===== config.mk =====
export PLATFORM = sky130hd
export DESIGN_NAME = load_store_unit
export DESIGN_NICKNAME = d
export VERILOG_FILES = /design/src/rtl/lsu_pkg.sv /design/src/rtl/lsu_data_align.sv /design/src/rtl/load_store_unit.sv
export SDC_FILE = /design/constraint.sdc
export NUM_CORES = 1
export LEC_CHECK = 0
export ABC_AREA = 1
export CORE_ASPECT_RATIO = 0.8
export CORE_MARGIN = 2
export CORE_UTILIZATION = 25
export DETAILED_ROUTE_END_ITERATION = 8
export PLACE_DENSITY_LB_ADDON = 0.12
export SYNTH_ARGS = -nofsm -noshare
export SYNTH_HDL_FRONTEND = slang
export SYNTH_HIERARCHICAL = 1
export SYNTH_SLANG_ARGS = --single-unit

===== constraint.sdc =====
create_clock -name Clk -period 3.05 [get_ports Clk]
set_input_delay 0.61 -clock Clk [delete_from_list [all_inputs] [get_ports Clk]]
set_output_delay 0.61 -clock Clk [all_outputs]
set_load 0.005 [all_outputs]

===== src/rtl/lsu_pkg.sv =====
// Package for the load/store unit: FSM state type, RV32 funct3 encodings
// and helpers that classify a request at accept time.
package lsu_pkg;

   typedef enum logic [2:0] {
      IDLE,
      RD,
      WR,
      RMW_RD,
      RMW_WR,
      DONE
   } lsu_state_t;

   localparam logic [2:0] F3_B  = 3'b000;
   localparam logic [2:0] F3_H  = 3'b001;
   localparam logic [2:0] F3_W  = 3'b010;
   localparam logic [2:0] F3_BU = 3'b100;
   localparam logic [2:0] F3_HU = 3'b101;

   // Loads accept all five encodings; stores only SB/SH/SW.
   function automatic logic f3_legal(input logic write, input logic [2:0] f3);
      logic ok;
      ok = 1'b0;
      case (f3)
         F3_B, F3_H, F3_W: ok = 1'b1;
         F3_BU, F3_HU:     ok = !write;
         default:          ok = 1'b0;
      endcase
      return ok;
   endfunction

   // funct3[1:0] carries the access size (00 byte, 01 half, 10 word).
   function automatic logic misaligned(input logic [2:0] f3, input logic [1:0] addr_lo);
      logic bad;
      bad = 1'b0;
      case (f3[1:0])
         2'b01:   bad = addr_lo[0];
         2'b10:   bad = |addr_lo;
         default: bad = 1'b0;
      endcase
      return bad;
   endfunction

endpackage


===== src/rtl/lsu_data_align.sv =====
// Combinational byte-lane steering for the load/store unit.
//   funct3     : access type of the latched request
//   addr_lo    : byte offset within the word
//   word       : word captured from memory
//   wdata      : store data (rs2)
//   load_data  : selected lane, sign/zero extended (0 for unknown funct3)
//   store_data : word to write back; SB/SH merge into the captured word
module lsu_data_align
   import lsu_pkg::*;
(
   input  logic [2:0]  funct3,
   input  logic [1:0]  addr_lo,
   input  logic [31:0] word,
   input  logic [31:0] wdata,
   output logic [31:0] load_data,
   output logic [31:0] store_data
);

   logic [7:0]  byte_sel;
   logic [15:0] half_sel;

   always_comb begin
      // NOTE: every signal driven here gets a default first so no latch is inferred.
      load_data  = '0;
      store_data = wdata;
      byte_sel   = word[{addr_lo, 3'b000} +: 8];
      half_sel   = word[{addr_lo[1], 4'b0000} +: 16];

      case (funct3)
         F3_B:    load_data = {{24{byte_sel[7]}}, byte_sel};
         F3_BU:   load_data = {24'h0, byte_sel};
         F3_H:    load_data = {{16{half_sel[15]}}, half_sel};
         F3_HU:   load_data = {16'h0, half_sel};
         F3_W:    load_data = word;
         default: load_data = '0;
      endcase

      case (funct3)
         F3_B: begin
            store_data = word;
            store_data[{addr_lo, 3'b000} +: 8] = wdata[7:0];
         end
         F3_H: begin
            store_data = word;
            store_data[{addr_lo[1], 4'b0000} +: 16] = wdata[15:0];
         end
         default: store_data = wdata;
      endcase
   end

endmodule


===== src/rtl/load_store_unit.sv =====
// Load/store unit: initiator side of a byte-addressed, word-wide data memory.
// Takes one RV32 load/store at a time, drives the memory port from registered
// state (so it is stable across the memory's negedge sample), and returns a
// one-cycle response. SB/SH are performed as read-modify-write.
//   Clk, Rst_n                  : clock, async active-low reset
//   Req_Valid/Ready/Write/Funct3/Addr/Wdata : request handshake and fields
//   Resp_Valid/Rdata/Fault      : one-cycle completion pulse, load data, fault
//   Mem_Read/Write/Address/Data_Out/Data_In : memory port
module load_store_unit
   import lsu_pkg::*;
#(
   parameter int ADDR_W = 20,
   parameter int DATA_W = 32
) (
   input  logic              Clk,
   input  logic              Rst_n,
   input  logic              Req_Valid,
   output logic              Req_Ready,
   input  logic              Req_Write,
   input  logic [2:0]        Req_Funct3,
   input  logic [31:0]       Req_Addr,
   input  logic [DATA_W-1:0] Req_Wdata,
   output logic              Resp_Valid,
   output logic [DATA_W-1:0] Resp_Rdata,
   output logic              Resp_Fault,
   output logic              Mem_Read,
   output logic              Mem_Write,
   output logic [ADDR_W-1:0] Mem_Address,
   output logic [DATA_W-1:0] Mem_Data_Out,
   input  logic [DATA_W-1:0] Mem_Data_In
);

   lsu_state_t        state;
   logic [2:0]        funct3_q;
   logic [ADDR_W-1:0] addr_q;
   logic [31:0]       wdata_q;
   logic              write_q;
   logic              fault_q;
   logic [31:0]       word_q;
   logic              resp_valid_q;
   logic              resp_fault_q;
   logic [31:0]       resp_rdata_q;

   logic [31:0]       load_data;
   logic [31:0]       store_data;
   logic              accept_fault;
   logic              in_rd;
   logic              in_wr;

   assign accept_fault = !f3_legal(Req_Write, Req_Funct3)
                       || misaligned(Req_Funct3, Req_Addr[1:0])
                       || (|Req_Addr[31:ADDR_W]);

   lsu_data_align u_align (
      .funct3     (funct3_q),
      .addr_lo    (addr_q[1:0]),
      .word       (word_q),
      .wdata      (wdata_q),
      .load_data  (load_data),
      .store_data (store_data)
   );

   // Reset forces IDLE asynchronously; gating with Rst_n keeps Ready low while
   // reset is held and lets it rise as soon as reset is released.
   assign Req_Ready = (state == IDLE) && Rst_n;

   always_ff @(posedge Clk or negedge Rst_n) begin
      if (!Rst_n) begin
         state        <= IDLE;
         funct3_q     <= '0;
         addr_q       <= '0;
         wdata_q      <= '0;
         write_q      <= 1'b0;
         fault_q      <= 1'b0;
         // NOTE: the capture register is a plain flop, not a memory array, so it is cleared with the rest.
         word_q       <= '0;
         resp_valid_q <= 1'b0;
         resp_fault_q <= 1'b0;
         resp_rdata_q <= '0;
      end else begin
         // NOTE: non-blocking assignments so every flop samples pre-edge values.
         resp_valid_q <= 1'b0;
         resp_fault_q <= 1'b0;
         resp_rdata_q <= '0;
         case (state)
            IDLE: begin
               if (Req_Valid) begin
                  funct3_q <= Req_Funct3;
                  addr_q   <= Req_Addr[ADDR_W-1:0];
                  wdata_q  <= Req_Wdata;
                  write_q  <= Req_Write;
                  fault_q  <= accept_fault;
                  if (accept_fault)           state <= DONE;
                  else if (!Req_Write)        state <= RD;
                  else if (Req_Funct3 == F3_W) state <= WR;
                  else                        state <= RMW_RD;
               end
            end
            RD: begin
               word_q <= Mem_Data_In;
               state  <= DONE;
            end
            RMW_RD: begin
               word_q <= Mem_Data_In;
               state  <= RMW_WR;
            end
            WR, RMW_WR: state <= DONE;
            DONE: begin
               // Response is registered here, so it appears one edge after DONE.
               resp_valid_q <= 1'b1;
               resp_fault_q <= fault_q;
               resp_rdata_q <= (fault_q || write_q) ? '0 : load_data;
               state        <= IDLE;
            end
            default: state <= IDLE;
         endcase
      end
   end

   assign in_rd        = (state == RD) || (state == RMW_RD);
   assign in_wr        = (state == WR) || (state == RMW_WR);
   assign Mem_Read     = in_rd;
   assign Mem_Write    = in_wr;
   assign Mem_Address  = (in_rd || in_wr) ? {addr_q[ADDR_W-1:2], 2'b00} : '0;
   assign Mem_Data_Out = in_wr ? store_data : '0;

   assign Resp_Valid   = resp_valid_q;
   assign Resp_Fault   = resp_fault_q;
   assign Resp_Rdata   = resp_rdata_q;

endmodule


==> summary.txt <==
Die
  • Initial Util: 25.3%
  • IO Pins: 192
  • Die height: 160 microns
  • DIE AREA: 0.0319 sq mm
  • Chip Width: 199 microns
  • Total core area: 0.0302 sq mm
  • Row count: 57

Yosys
  • Post-synthesis register bit count: 126
  • Area share of the leading cell type in the synthesized netlist: 41.3%
  • Yosys top cell by area: dfrtp_1
  • Synthesized area: 0.00763 sq mm
  • Post-Synthesis Mean Instance Area: 6.58 sq um
  • Synthesized netlist cell count: 1,159
  • Post-synth cell types: 32
  • Synth area leaders: dfrtp_1, nand2_1, nor2_1
  • Warning count from the yosys run: 6
  • Register area share after synthesis: 41.3%

Global routing
  • Initial antenna violation count: 0
  • Vias in the first global route: 7,347
  • Global route overflow: 0
  • Largest net degree at the start of global routing: 127
  • First-pass GRT wire length: 42,700 microns
  • GRT Overall Usage: 17.7%

Clock network
  • Clk slew on worst S/H paths: 50 ps
  • H-Tree Depth: 4
  • Root buf cell: clkbuf_16
  • Insertion delay to the later sink of the worst-skew pair: 430 ps
  • Clock Path Buffers: 2
  • CTS buffer count: 17
  • CTS tree: yes
  • CTS Sinks: 126
  • Hold_buf cts: 0

Setup path
  • WS Path Type: reg2out
  • Worst-path fanout max: 20
  • CP startpoint kind: flop
  • WP data arrival: 2410 ps
  • Critical Path RT: 2440 ps
  • R2R Setup Slk: 960 ps
  • CP endpoint kind: output pin

Drt
  • Via count: 7,777
  • Post-Route WL: 28,300 microns
  • ANT nets after route: 0
  • DR WL/cell: 16.0 microns
  • Initial DRC count: 496
  • DRC: 0
  • DRT Pass-1 Iters: 7
  • Via density: 4.39

Layout
  • Final net count: 1,458
  • Filler instances: 3,328
  • Share of layout cells above drive strength 1: 9.28%
  • Layout Area Growth over Synthesis: 41.4%
  • Diode count: 0
  • Final design utilization: 35.8%
  • Area of the multi-input gates: 0.00371 sq mm
  • Combined flip-flop and latch cell area: 0.00315 sq mm
  • Final non-filler cell total: 1,771
  • Design area: 0.0108 sq mm

Placed design
  • Placer Congestion: 0.864
  • Dpl hpwl: 21,000 microns
  • Placed Area: 0.00989 sq mm
  • DP Cell Count: 1,726
  • PortBufs: 189

STA
  • Final setup viols: 0
  • Fmax: 0.331 GHz
  • Fin. max-slew vios: 0
  • Clk_skew: 8.91 ps
  • Fin crit period: 3020 ps
  • Period utilisation layout: 99.0%
  • Max_slew headroom: 27.7%
  • RSZ-0062 raised after global routing: true
  • Final Hold Fails: 0
  • Slew @ Worst Pin: 1080 ps

Power and ir drop
  • Static Leak: 0.00536 uW
  • Peak supply drop: 728 uV
  • Power Density: 1090 mW/mm^2
  • Total power: 11,700 uW

Min path
  • Hold Crit Class: in2async

Flow run
  • MaxCap Viol Count: 0

Run status
  • Status: finished, final reports clean
layer usage:
layer / up-vias / global-route usage [%] / wire length, microns
li1: 3895 / - / -
met1: 3607 / 26.7 / 14200
met2: 255 / 25.1 / 11700
met3: 20 / 4.08 / 2000
met4: 0 / 4.72 / 430
met5: - / 0 / 0
Yosys cell counts, drive strengths merged:
master,number
conb,1
a21oi,50
clkbuf,7
nand3,60
o21ai,80
nand3b,2
inv,139
buf,52
nand2,470
dfrtp,126
nor2,155
nor4,1
nor3,2
ha,8
o211ai,5
clkinv,1
logic make-up after synthesis:
group	count (synthesis)	share of synthesized area, %
AND/OR/NAND/NOR	690	36.5
flip-flops	126	41.3
adder cells (fa/ha/maj)	8	1.31
buffers and inverters	199	11.7
AO/OA/AOI/OAI	135	9.12
other	1	0.0492
power breakdown:
group	internal, uW	switching [uW]
sequential	2340	580
combinational	2600	4210
clock	1230	784
worst max-delay path: stages (launching register included):
cell and delay [ps]:
dfrtp_2 430, buf_12 180, ha_4 180, clkinvlp_4 180, a21oi_2 160, nand2_1 70
nand3_1 70, inv_1 50, nor2_2 140, clkdlybuf4s50_1 520
layout by cell type, fill, tap and decap left out, types with 5 or more instances in the layout:
master             n
o21ai_1           13
inv_1            127
o21ai_2            9
buf_4             27
ha_1               5
nand2_1          455
nor2_2             5
dlygate4sd2_1     13
o21ai_0           58
nand2_2           12
inv_2              9
clkinvlp_4         6
nand3_1           59
clkdlybuf4s50_1  168
nor2_1           145
dlymetal6s2s_1     7
clkbuf_16         19
dfrtp_1          125
a21oi_1           46
o211ai_1           5
timing repair:
item                       4_1_cts  5_1_grt
setup endpoints to repair       32       20
gates resized for setup         42       36
hold endpoints to repair         0        0
buffers inserted                 2        9
gates cloned                     2        2
pin swaps                        0        1
through the flow:
step | hold slack, ps | setup slack (ps) | setup TNS (ps)
3_5_place_dp | 464 | 120 | 0
6_report | 372 | 30.3 | 0
3_3_place_gp | 460 | 161 | 0
2_1_floorplan | 314 | 457 | 0
4_1_cts | 418 | -16.6 | -16.6
5_1_grt | 415 | -141 | -785
worst paths after layout:
check	end	from	depth (start not counted)
worst max-delay path	Mem_Data_Out[31]	addr_q[1]$_DFFE_PN0P_	9
worst min-delay path	word_q[9]$_DFFE_PN0P_	Rst_n	2
worst max register to register	Resp_Rdata[29]$_DFF_PN0_	addr_q[1]$_DFFE_PN0P_	8
worst min register to register	word_q[10]$_DFFE_PN0P_	word_q[10]$_DFFE_PN0P_	2
max in group asynchronous	addr_q[1]$_DFFE_PN0P_	Rst_n	2
min in group Clk	word_q[10]$_DFFE_PN0P_	word_q[10]$_DFFE_PN0P_	2
state kept, by name, indices dropped and copies added, names as in the netlist:
register,cells
Resp_Fault,1
Resp_Rdata,32
Resp_Valid,1
addr_q,20
fault_q,1
funct3_q,3
state,3
wdata_q,32
word_q,32
write_q,1
area by class of cell:
type / count / area share (%)
multi-input combinational: 835 / 34.4
sequential: 126 / 29.2
timing repair buffer: 226 / 21.2
inverter: 140 / 5.00
tap: 413 / 4.79
clock buffer: 20 / 4.23
clock inverter: 10 / 1.08
timing repair inverter: 1 / 0.0464
Power figures use the tool's default switching activity.
==> variant: new RTL, config.mk and constraints unchanged <==
Make the reset (`Rst_n`) synchronous in one clocked block. Comments in the files are not updated.
--- a/src/rtl/load_store_unit.sv
+++ b/src/rtl/load_store_unit.sv
@@ -64,7 +64,7 @@
    // reset is held and lets it rise as soon as reset is released.
    assign Req_Ready = (state == IDLE) && Rst_n;
 
-   always_ff @(posedge Clk or negedge Rst_n) begin
+   always_ff @(posedge Clk) begin
       if (!Rst_n) begin
          state        <= IDLE;
          funct3_q     <= '0;
Function: differs if Rst_n is asserted again (counterexample within 4 cycles, from zero or initial values and one cycle with Rst_n low); with Rst_n held inactive, the same outputs for 4 cycles.
==> variant against the unedited design <==
- cell area down 5.2%
- wire length decreased by 1.3%
- synthesized area decreased by 5.8%
- critical path depth is the same
- clock skew up 8.0 ps
- sequential cell count unchanged
- synthesized cell count is 1.0% higher
- worst setup slack worse by 9.4 ps
- via count is 0.72% higher
Power is not compared: it rests on default switching activity, and its combinational part moved more than twofold at a synthesized area within 25%.
==> variant: results (changes against the unedited design) <==
| Metric | Value |
|---|---|
| Status | `finished clean (unchanged)` |
| Post-Route M1 WL | `14,400 um (was 14,240 um)` |
| Synth Area in Compound Gates | `0.1623 (was 0.09122)` |
| Post-CTS Resized | `23 (was 42)` |
| Fin nets | `1,461 (was 1,458)` |
| Post-synthesis adder-cell area fraction | `0.01393 (was 0.01313)` |
| WL met2 | `11,580 um (was 11,670 um)` |
| Async set-reset flop share out of synthesis | `0 (was 1.000)` |
| Ys flop type | `dfxtp_1 (was dfrtp_1)` |
| Type of the worst min-delay path | `flip-flop to flip-flop (was primary input to async pin)` |
| Post-Route WL | `27,970 um (was 28,340 um)` |
| Worst slack, placed | `167.2 ps (was 120.1 ps)` |
| Crit path max fanout | `22 (was 20)` |
| Worst Skew | `16.91 ps (was 8.912 ps)` |
| Vias post-DR | `7,833 (was 7,777)` |
| Met3 WL | `1661 um (was 2003 um)` |
| Post-CTS Setup Repair Bufs | `1 (was 2)` |
| Register area share after synthesis | `0.3510 (was 0.4135)` |
| Initial drt markers | `555 (was 496)` |
| First-pass GRT wire length | `42,270 um (was 42,700 um)` |
| Drt first pass iters | `5 (was 7)` |
| Number of global-route vias before repair | `7,217 (was 7,347)` |
| DP Area | `0.009344 mm^2 (was 0.009894 mm^2)` |
| Largest net degree at the start of global routing | `69 (was 127)` |
| Total global-route track usage | `0.1814 (was 0.1772)` |
| Final Wtd Congestion | `0.8390 (was 0.8641)` |
| Layout cells sized above 1 | `0.08731 (was 0.09278)` |
| Detailed Place HPWL | `20,520 um (was 20,950 um)` |
-- variant: changes by cell type after synthesis, sizes merged, moves of 10 or more --
cell    change
buf        -10
clkbuf     +15
nor2       +63
inv        +34
dfrtp     -126
o21ai      +33
nand2     -189
dfxtp     +126
a21oi      +58
-- variant: final cells by class --
type | count | area (um^2)
Clock buffer | 17 | 425.4
Timing Repair inverter | 1 | 7.507
Tap cell | 370 | 462.9
Clock inverter | 15 | 176.4
Timing Repair Buffer | 222 | 2240
Multi-Input combinational cell | 808 | 3711
Sequential cell | 126 | 2535
Inverter | 174 | 671.9
Fill cell | 3101 | 18050
-- variant: path summary, 6_finish.rpt --
kind | from | to | slack, ps | cells after the start
worst min-delay path | addr_q[12] | addr_q[12] | 460 | 2
worst max-delay path | addr_q[1] | Mem_Data_Out[21] | 20 | 9
worst min register to register | addr_q[12] | addr_q[12] | 460 | 2
worst max register to register | state[0] | word_q[17] | 810 | 6
-- variant: worst reg2reg max path, cell delays in order (launching register included) --
cell,delay (ps)
dfxtp_1,320
inv_2,90
nor2_2,340
buf_4,400
inv_1,540
nor2_1,360
nor2_1,80
-- variant: layer usage --
layer | track usage | vias to the layer above
li1 | - | 3977
met1 | 0.2744 | 3599
met2 | 0.2621 | 235
met3 | 0.03610 | 22
met4 | 0.03853 | 0
met5 | 0 | -
-- variant: kinds of logic after synthesis --
| logic type | count (synthesis) |
|---|---|
| fa+ha+maj | 8 |
| flops | 126 |
| compound gates | 228 |
| buf+inv | 238 |
| simple gates | 570 |
| other cells | 1 |
-- variant: power breakdown --
group	total, mW	leakage, nW	internal (mW)	switching (mW)
clock network	2.15	0.295	1.24	0.913
logic	1.96	3.02	0.745	1.22
registers	1.93	1.03	1.80	0.130
